### src/rtl/shifter_pipe.sv
// shifter_pipe: two-stage shift/rotate unit; low shamt bits in S1, high in S2.
// Ports: clk, rst_n, flush; in_* request handshake; out_* result handshake.
module shifter_pipe #(
   parameter int XLEN  = 32,
   parameter int SPLIT = 3,
   parameter int TAG_W = 5,
   localparam int SHW  = $clog2(XLEN)
) (
   input  logic             clk,
   input  logic             rst_n,
   input  logic             flush,
   input  logic             in_valid,
   output logic             in_ready,
   input  logic [2:0]       in_op,
   input  logic             in_word,
   input  logic [XLEN-1:0]  in_a,
   input  logic [SHW-1:0]   in_shamt,
   input  logic [TAG_W-1:0] in_tag,
   output logic             out_valid,
   input  logic             out_ready,
   output logic [XLEN-1:0]  out_result,
   output logic [TAG_W-1:0] out_tag
);

   localparam int HIW = SHW - SPLIT;

   localparam logic [2:0] OP_SLL = 3'd0;
   localparam logic [2:0] OP_SRL = 3'd1;
   localparam logic [2:0] OP_SRA = 3'd2;
   localparam logic [2:0] OP_ROL = 3'd3;
   localparam logic [2:0] OP_ROR = 3'd4;

   // One 2:1 mux layer: shift/rotate by a fixed power of two.
   function automatic logic [XLEN-1:0] layer(
      input logic [XLEN-1:0] x,
      input logic [2:0]      op,
      input int              n
   );
      logic [XLEN-1:0] r;
      case (op)
         OP_SLL:  r = x << n;
         OP_SRL:  r = x >> n;
         OP_SRA:  r = $signed(x) >>> n;
         OP_ROL:  r = (x << n) | (x >> (XLEN - n));
         OP_ROR:  r = (x >> n) | (x << (XLEN - n));
         default: r = x;
      endcase
      return r;
   endfunction

   logic             s1_v;
   logic [XLEN-1:0]  s1_data;
   logic [2:0]       s1_op;
   logic             s1_word;
   logic [HIW-1:0]   s1_hi;
   logic [TAG_W-1:0] s1_tag;

   logic             s2_v;
   logic [XLEN-1:0]  s2_res;
   logic [TAG_W-1:0] s2_tag;

   logic             word_en;
   logic             s2_load;
   logic             accept;
   logic [XLEN-1:0]  prep;
   logic [SHW-1:0]   sh;
   logic [XLEN-1:0]  x1;
   logic [XLEN-1:0]  x2;

   assign word_en  = (XLEN == 64) && in_word;
   assign s2_load  = s1_v && (!s2_v || out_ready);
   assign in_ready = !s1_v || s2_load;
   assign accept   = in_valid && in_ready;

   // Word mode widens the 32-bit operand so a full-width cascade gives
   // the right low half: duplicate for rotates, sign for SRA, else zero.
   always_comb begin
      prep = in_a;
      sh   = in_shamt;
      if (word_en) begin
         sh[SHW-1] = 1'b0;
         for (int i = 32; i < XLEN; i++) begin
            if (in_op == OP_ROL || in_op == OP_ROR)
               prep[i] = in_a[i-32];
            else if (in_op == OP_SRA)
               prep[i] = in_a[31];
            else
               prep[i] = 1'b0;
         end
      end
      // Reserved ops: a zero operand stays zero through every layer.
      if (in_op > OP_ROR)
         prep = '0;
   end

   always_comb begin
      x1 = prep;
      for (int k = 0; k < SPLIT; k++)
         if (sh[k])
            x1 = layer(x1, in_op, 1 << k);
   end

   always_comb begin
      x2 = s1_data;
      for (int k = 0; k < HIW; k++)
         if (s1_hi[k])
            x2 = layer(x2, s1_op, 1 << (k + SPLIT));
      for (int i = 32; i < XLEN; i++)
         if (s1_word)
            x2[i] = x2[31];
   end

   always_ff @(posedge clk or negedge rst_n) begin
      if (!rst_n) begin
         s1_v    <= 1'b0;
         s1_data <= '0;
         s1_op   <= '0;
         s1_word <= 1'b0;
         s1_hi   <= '0;
         s1_tag  <= '0;
      end else begin
         if (flush)
            s1_v <= 1'b0;
         else
            s1_v <= accept || (s1_v && !s2_load);
         if (accept) begin
            s1_data <= x1;
            s1_op   <= in_op;
            s1_word <= word_en;
            s1_hi   <= sh[SHW-1:SPLIT];
            s1_tag  <= in_tag;
         end
      end
   end

   always_ff @(posedge clk or negedge rst_n) begin
      if (!rst_n) begin
         s2_v   <= 1'b0;
         s2_res <= '0;
         s2_tag <= '0;
      end else begin
         if (flush)
            s2_v <= 1'b0;
         else
            s2_v <= s2_load || (s2_v && !out_ready);
         if (s2_load) begin
            s2_res <= x2;
            s2_tag <= s1_tag;
         end
      end
   end

   assign out_valid  = s2_v;
   assign out_result = s2_res;
   assign out_tag    = s2_tag;

endmodule

### config.mk
export PLATFORM = sky130hd
export DESIGN_NAME = shifter_pipe
export DESIGN_NICKNAME = d
export VERILOG_FILES = /design/src/rtl/shifter_pipe.sv
export SDC_FILE = /design/constraint.sdc
export NUM_CORES = 1
export LEC_CHECK = 0
export BUFFER_PORTS_ARGS = -buffer_cell sky130_fd_sc_hd__buf_2
export CAP_MARGIN = 20
export CORE_MARGIN = 5
export CORE_UTILIZATION = 40
export DETAILED_ROUTE_END_ITERATION = 8
export GPL_ROUTABILITY_DRIVEN = 0
export PLACE_DENSITY = 0.67
export SLEW_MARGIN = 20
export SYNTH_ARGS = -nofsm -noshare
export SYNTH_HDL_FRONTEND = slang
export SYNTH_SLANG_ARGS = --single-unit
### constraint.sdc
create_clock -name clk -period 2.3 [get_ports clk]
set_input_delay 0.46 -clock clk [delete_from_list [all_inputs] [get_ports clk]]
set_output_delay 0.46 -clock clk [all_outputs]
set_load 0.1 [all_outputs]
# Yosys cells after proc, flatten, opt, wreduce, memory -nomap -nowiden
# Cells that the tools add are included.
# W data, S select, Z words.
dict set report word_totals {
  latchBits 0
  regBits 81
  in_bits 51
  rom_bits 0
  mem_bits_rw 0
  word_cells 54
  mem_count 0
}
dict set report classes {
  add_sub_neg 0
  n_lt_le_gt_ge 1
  n_bitwise 9
  reduce_logical 15
  mux 13
  multipliers 0
  shift 0
  n_div 0
  eq_ne 8
}
# op count
set op_table {}
lappend op_table {{$pmux W32 S5} 4}
lappend op_table {{$mux W32} 6}
lappend op_table {{$pmux W32 S4} 1}
lappend op_table {{$or A16 B32 Y32} 1}
lappend op_table {{$or A24 B32 Y32} 1}
lappend op_table {{$or A28 B32 Y32} 1}
lappend op_table {{$or A30 B32 Y32} 1}
lappend op_table {{$or A31 B32 Y32} 1}
lappend op_table {{$or A32 B1 Y32} 1}
lappend op_table {{$or A32 B2 Y32} 1}
lappend op_table {{$or A32 B4 Y32} 1}
lappend op_table {{$or A32 B8 Y32} 1}
lappend op_table {{$eq A3 B2 Y1 const B} 4}
lappend op_table {{$eq A3 B1 Y1 const B} 2}
lappend op_table {{$eq A3 B3 Y1 const B} 2}
lappend op_table {{$logic_not A3 Y1} 2}
lappend op_table {{$logic_and A1 B1 Y1} 4}
lappend op_table {{$logic_not A1 Y1} 4}
lappend op_table {{$logic_or A1 B1 Y1} 4}
lappend op_table {{$gt A3 B3 Y1 const B} 1}
lappend op_table {{$mux W1} 2}
lappend op_table {{$reduce_or A2 Y1} 1}

# Longest topological paths before layout
dict set report logic_depth {
  word_depth 11
  mapped_depth 10
  ltp_nobuf 6
}

# Worst setup path before layout
# Ideal clock, no wire load.
dict set report synth_timing {
  path_type {register to register}
  start {register s2_v (netlist: out_valid)}
  end {register s1_data[16]}
  arrival_ns 3.243
  setup_ns 0.094
  path_stages_with_launch 8
  slack_ns -1.037
  required_time_ns 2.206
  path_buffers 2
  path_cell_list {dfrtp_1 nand3b_1 and2_1 clkbuf_1 nand2_1 clkbuf_1 a221oi_1 a211oi_1}
}
dict set report synth_between {
  elab_chain_len 5
}
# element line
set synth_lines {}
lappend synth_lines {{start: declaration} 58} ;# logic s2_v;
lappend synth_lines {{start signal: assignment} 145} ;# s2_v <= s2_load || (s2_v && !out_ready);
lappend synth_lines {{$logic_not A1 Y1} 71} ;# assign s2_load = s1_v && (!s2_v || out_ready);
lappend synth_lines {{$logic_or A1 B1 Y1} 71}
lappend synth_lines {{$logic_and A1 B1 Y1} 71}
lappend synth_lines {{$logic_or A1 B1 Y1} 72} ;# assign in_ready = !s1_v || s2_load;
lappend synth_lines {{named net in_ready} 13} ;# output logic in_ready,
lappend synth_lines {{$logic_and A1 B1 Y1} 73} ;# assign accept = in_valid && in_ready;
lappend synth_lines {{end signal: assignment} 116} ;# s1_data <= '0;
lappend synth_lines {{end signal: assignment} 127} ;# s1_data <= x1;
lappend synth_lines {{end: declaration} 52} ;# logic [XLEN-1:0] s1_data;
# The timed path passes the listed nets, and every way through them passes these cells.
# A chain may end at the register's enable or synchronous reset.

# Final worst setup path
dict set report layout_timing {
  start {input port in_op[0]}
  end {register s1_data[23]}
}
dict set report layout_between {
  elab_chain_len 11
}
# element line
set layout_lines {}
lappend layout_lines {{start: declaration} 14} ;# input logic [2:0] in_op,
lappend layout_lines {{$gt A3 B3 Y1} 92} ;# if (in_op > OP_ROR)
lappend layout_lines {{$mux W32} 92}
lappend layout_lines {{$or A31 B32 Y32 / $or A32 B1 Y32 (equally long branches)} {45, 44}}
lappend layout_lines {{$pmux W32 S5} 40} ;# case (op)
lappend layout_lines {{$mux W32} 99} ;# if (sh[k])
lappend layout_lines {{$or A30 B32 Y32 / $or A32 B2 Y32 (equally long branches)} {45, 44}}
lappend layout_lines {{$pmux W32 S5} 40}
lappend layout_lines {{$mux W32} 99}
lappend layout_lines {{$or A28 B32 Y32 / $or A32 B4 Y32 (equally long branches)} {45, 44}}
lappend layout_lines {{$pmux W32 S5} 40}
lappend layout_lines {{$mux W32 (*)} 99}
# Mark *: on every way between the ends. The rest lies on a longest branch, timed or not.

==> results.toml <==
[status]
outcome = "complete, no violations"

[global_routing]
track_usage = 0.2607
grt_max_degree = 50
grt_pass1_wl_mm = 45.64
grt_overflow_total = 0
grt_pass1_vias = 8304
grt_antenna_before_repair = 0

[pwr]
comb_power_share = 0.502
p_int_mw = 3.901
clock_power_share = 0.227
power_density_nw_per_um2 = 756.9
seqPwrFrac = 0.271
p_sw_mw = 3.460
irDropWorstVdd_mv = 0.8477
swShare = 0.4701
p_leak_nw = 4.203

[detailed_routing]
dr.pass1.iters = 8
vias = 9037
antenna_left = 0
wl_per_cell_um = 20.97
routed_via_density = 6.501
routed_wirelength_mm = 29.15
route.detailed.drc = 0
drt_iter0_drc = 1387

[worst_setup_path]
critPathMaxFanout = 12
worstSetupEndpointType = "register"
startpoint = "in_op[0]"
r2r_slack_ns = 0.16
critical_path_class = "primary input to register"
worstSetupEndpoint = "s1_data[23]$_DFFE_PN0P_"
critPathLaunchType = "primary input"
reg2reg_to = "out_result[0]$_DFFE_PN0P_"
reg2reg_from = "s1_op[0]$_DFFE_PN0P_"
cp.required_ns = 2.58
critical_path_arrival_ns = 2.56
reg2reg_depth = 7

[die]
initial_core_util = 0.4076
die_width_um = 145.5
core_area_um2 = 18020
ios = 90
rows = 49
die_area_um2 = 21180
dieHeight_um = 145.5

[synth]
synth_top_area_cell = "dfrtp_1"
synthCells = 954
syn_nets = 1005
ys.flop_type = "dfrtp_1"
ys_async_sr_fraction = 1.000
synth_common_cells = "141 x nor2_1, 92 x nand2_1, 81 x dfrtp_1"
yosys_warnings = 0
post-synth-top-count-cell = "nor2_1"
synth.avg_cell_area_um2 = 7.701
netlist.area_leader.share = 0.2759
ys_types = 71
synth_edf_count = 0
yosysSeqAreaShare = 0.2759
synth_seq_cells = 81
synthesis.area_um2 = 7347
synth.area.top_cells = "dfrtp_1 28%, nor2_1 7.2%, a21oi_1 5.4%"

[timing]
setup_ws_ns = 0.02289
maxSlewHeadroom = 0.4361
rsz0062_at_grt = "true"
drv_slew = 0
hold_viol = 0
clock_skew_ns = 0.005943
setup_viol = 0
fmax_ghz = 0.4392
worstMarginPinSlew_ns = 0.8403
period_share = 0.9900
fin_crit_ns = 2.277

[clock_network]
cts-root-buf = "clkbuf_16"
numClockSinks = 81
numCtsBuffers = 9
ctsHtreeMaxLevel = 3
cts_buffer_depth = 2
insertion_delay_ns = 0.34
cts_tree = "built"
clk_pin_slew_ns = 0.06

[cells_and_area]
nNetsFinal = 1207
area_delta_synth_final_pct = 32.37
regArea_um2 = 2031
multi_input_area_um2 = 5017
n_fill_cell = 1731
final_cells = 1390
drive_gt1_frac = 0.3178
diodes = 0
fin_util = 0.5396

[placement]
placedCellCount = 1371
dp_hpwl_mm = 22.26
dp_slack_ns = -0.3340
port_buffers = 88

[job]
maxCapViolations = 0

[worst_hold_path]
hold_path_class = "primary input to asynchronous set/reset pin"
how the worst min path moves through the flow:
stage,from,to
final,rst_n,out_tag[1]$_DFFE_PN0P_
after global routing,rst_n,out_tag[2]$_DFFE_PN0P_
after CTS,rst_n,out_tag[1]$_DFFE_PN0P_
after detailed placement,s1_tag[2]$_DFFE_PN0P_,out_tag[2]$_DFFE_PN0P_
after global placement,s1_tag[4]$_DFFE_PN0P_,out_tag[4]$_DFFE_PN0P_
after floorplan,rst_n,out_result[0]$_DFFE_PN0P_
area by class of cell:
type                       instances  share of cell area
sequential                        81              0.2088
clock inverter                     5             0.01068
timing repair buffer             277              0.2067
tap                              229             0.02946
clock buffer                      11             0.02496
multi-input combinational        778              0.5159
inverter                           9            0.003474
kinds of logic (layout without fill, tap and decap cells):
logic type,Yosys count,count (layout),share of synthesized area
multiplexers,63,63,0.09179
XOR/XNOR,3,3,0.006132
buffers and inverters,95,302,0.05364
AO/OA/AOI/OAI,377,377,0.3689
AND/OR/NAND/NOR,335,335,0.2037
flip-flops,81,81,0.2759
metal layers:
layer / wire (µm) / global-route usage / up-vias
met4: 1363 / 0.1017 / 0
li1: - / - / 4071
met5: 0 / 0 / -
met2: 12550 / 0.3964 / 675
met3: 3263 / 0.04889 / 140
met1: 11980 / 0.3669 / 4151
per-stage QoR:
step	area [µm²]	hold WS, ns	total power, mW	setup TNS, ns
after floorplan	7438	0.1644	4.501	-12.83
after global placement	9284	0.4467	5.573	-6.304
after detailed placement	9284	0.4581	5.614	-6.920
after CTS	9632	0.1665	7.293	0
after global routing	9726	0.1952	7.676	-0.008572
final	9726	0.1445	7.361	0
flip-flops by register name (all words and copies together) (netlist names):
signal	count
s1_data	32
s1_v	1
out_valid	1
s1_hi	2
s1_op	3
out_result	32
out_tag	5
s1_tag	5
worst max-delay path, cell delays in order:
cell and delay (ns):
buf_2 0.13, buf_4 0.17, buf_6 0.15, or4b_2 0.68, o21ai_0 0.13, a22oi_1 0.16, a2111oi_1 0.50, or3_1 0.17
what timing repair did:
item	CTS	global route
hold buffers	0	0
setup buffers	0	3
gates cloned	0	0
pin swaps	0	3
resized for setup	1	16
endpoints found under the setup margin	1	23
power by group through the flow:
stage	Combinational (mW)	Clock [mW]	Sequential, mW
after floorplan	1.35	0	3.16
after global placement	3.57	0	2.00
after detailed placement	3.60	0	2.01
after CTS	3.62	1.69	1.99
after global routing	3.88	1.77	2.03
final	3.70	1.67	2.00
cell usage in the layout, fill, tap and decap left out, types with 8 or more instances in the layout:
cell	n
dfrtp_1	80
a221oi_1	38
buf_12	11
o21ai_0	47
nand3_1	26
nand2_1	87
inv_1	9
nor2_1	135
o211ai_1	29
clkbuf_16	9
a31oi_1	15
buf_2	87
nand2b_1	15
a22oi_1	16
mux2_2	30
buf_4	176
mux2i_1	31
a21oi_1	80
o22ai_1	27
a221o_1	17
nor3_1	8
a211oi_1	18
nor2b_1	13
Note: power is estimated with default switching activity, not from simulation.
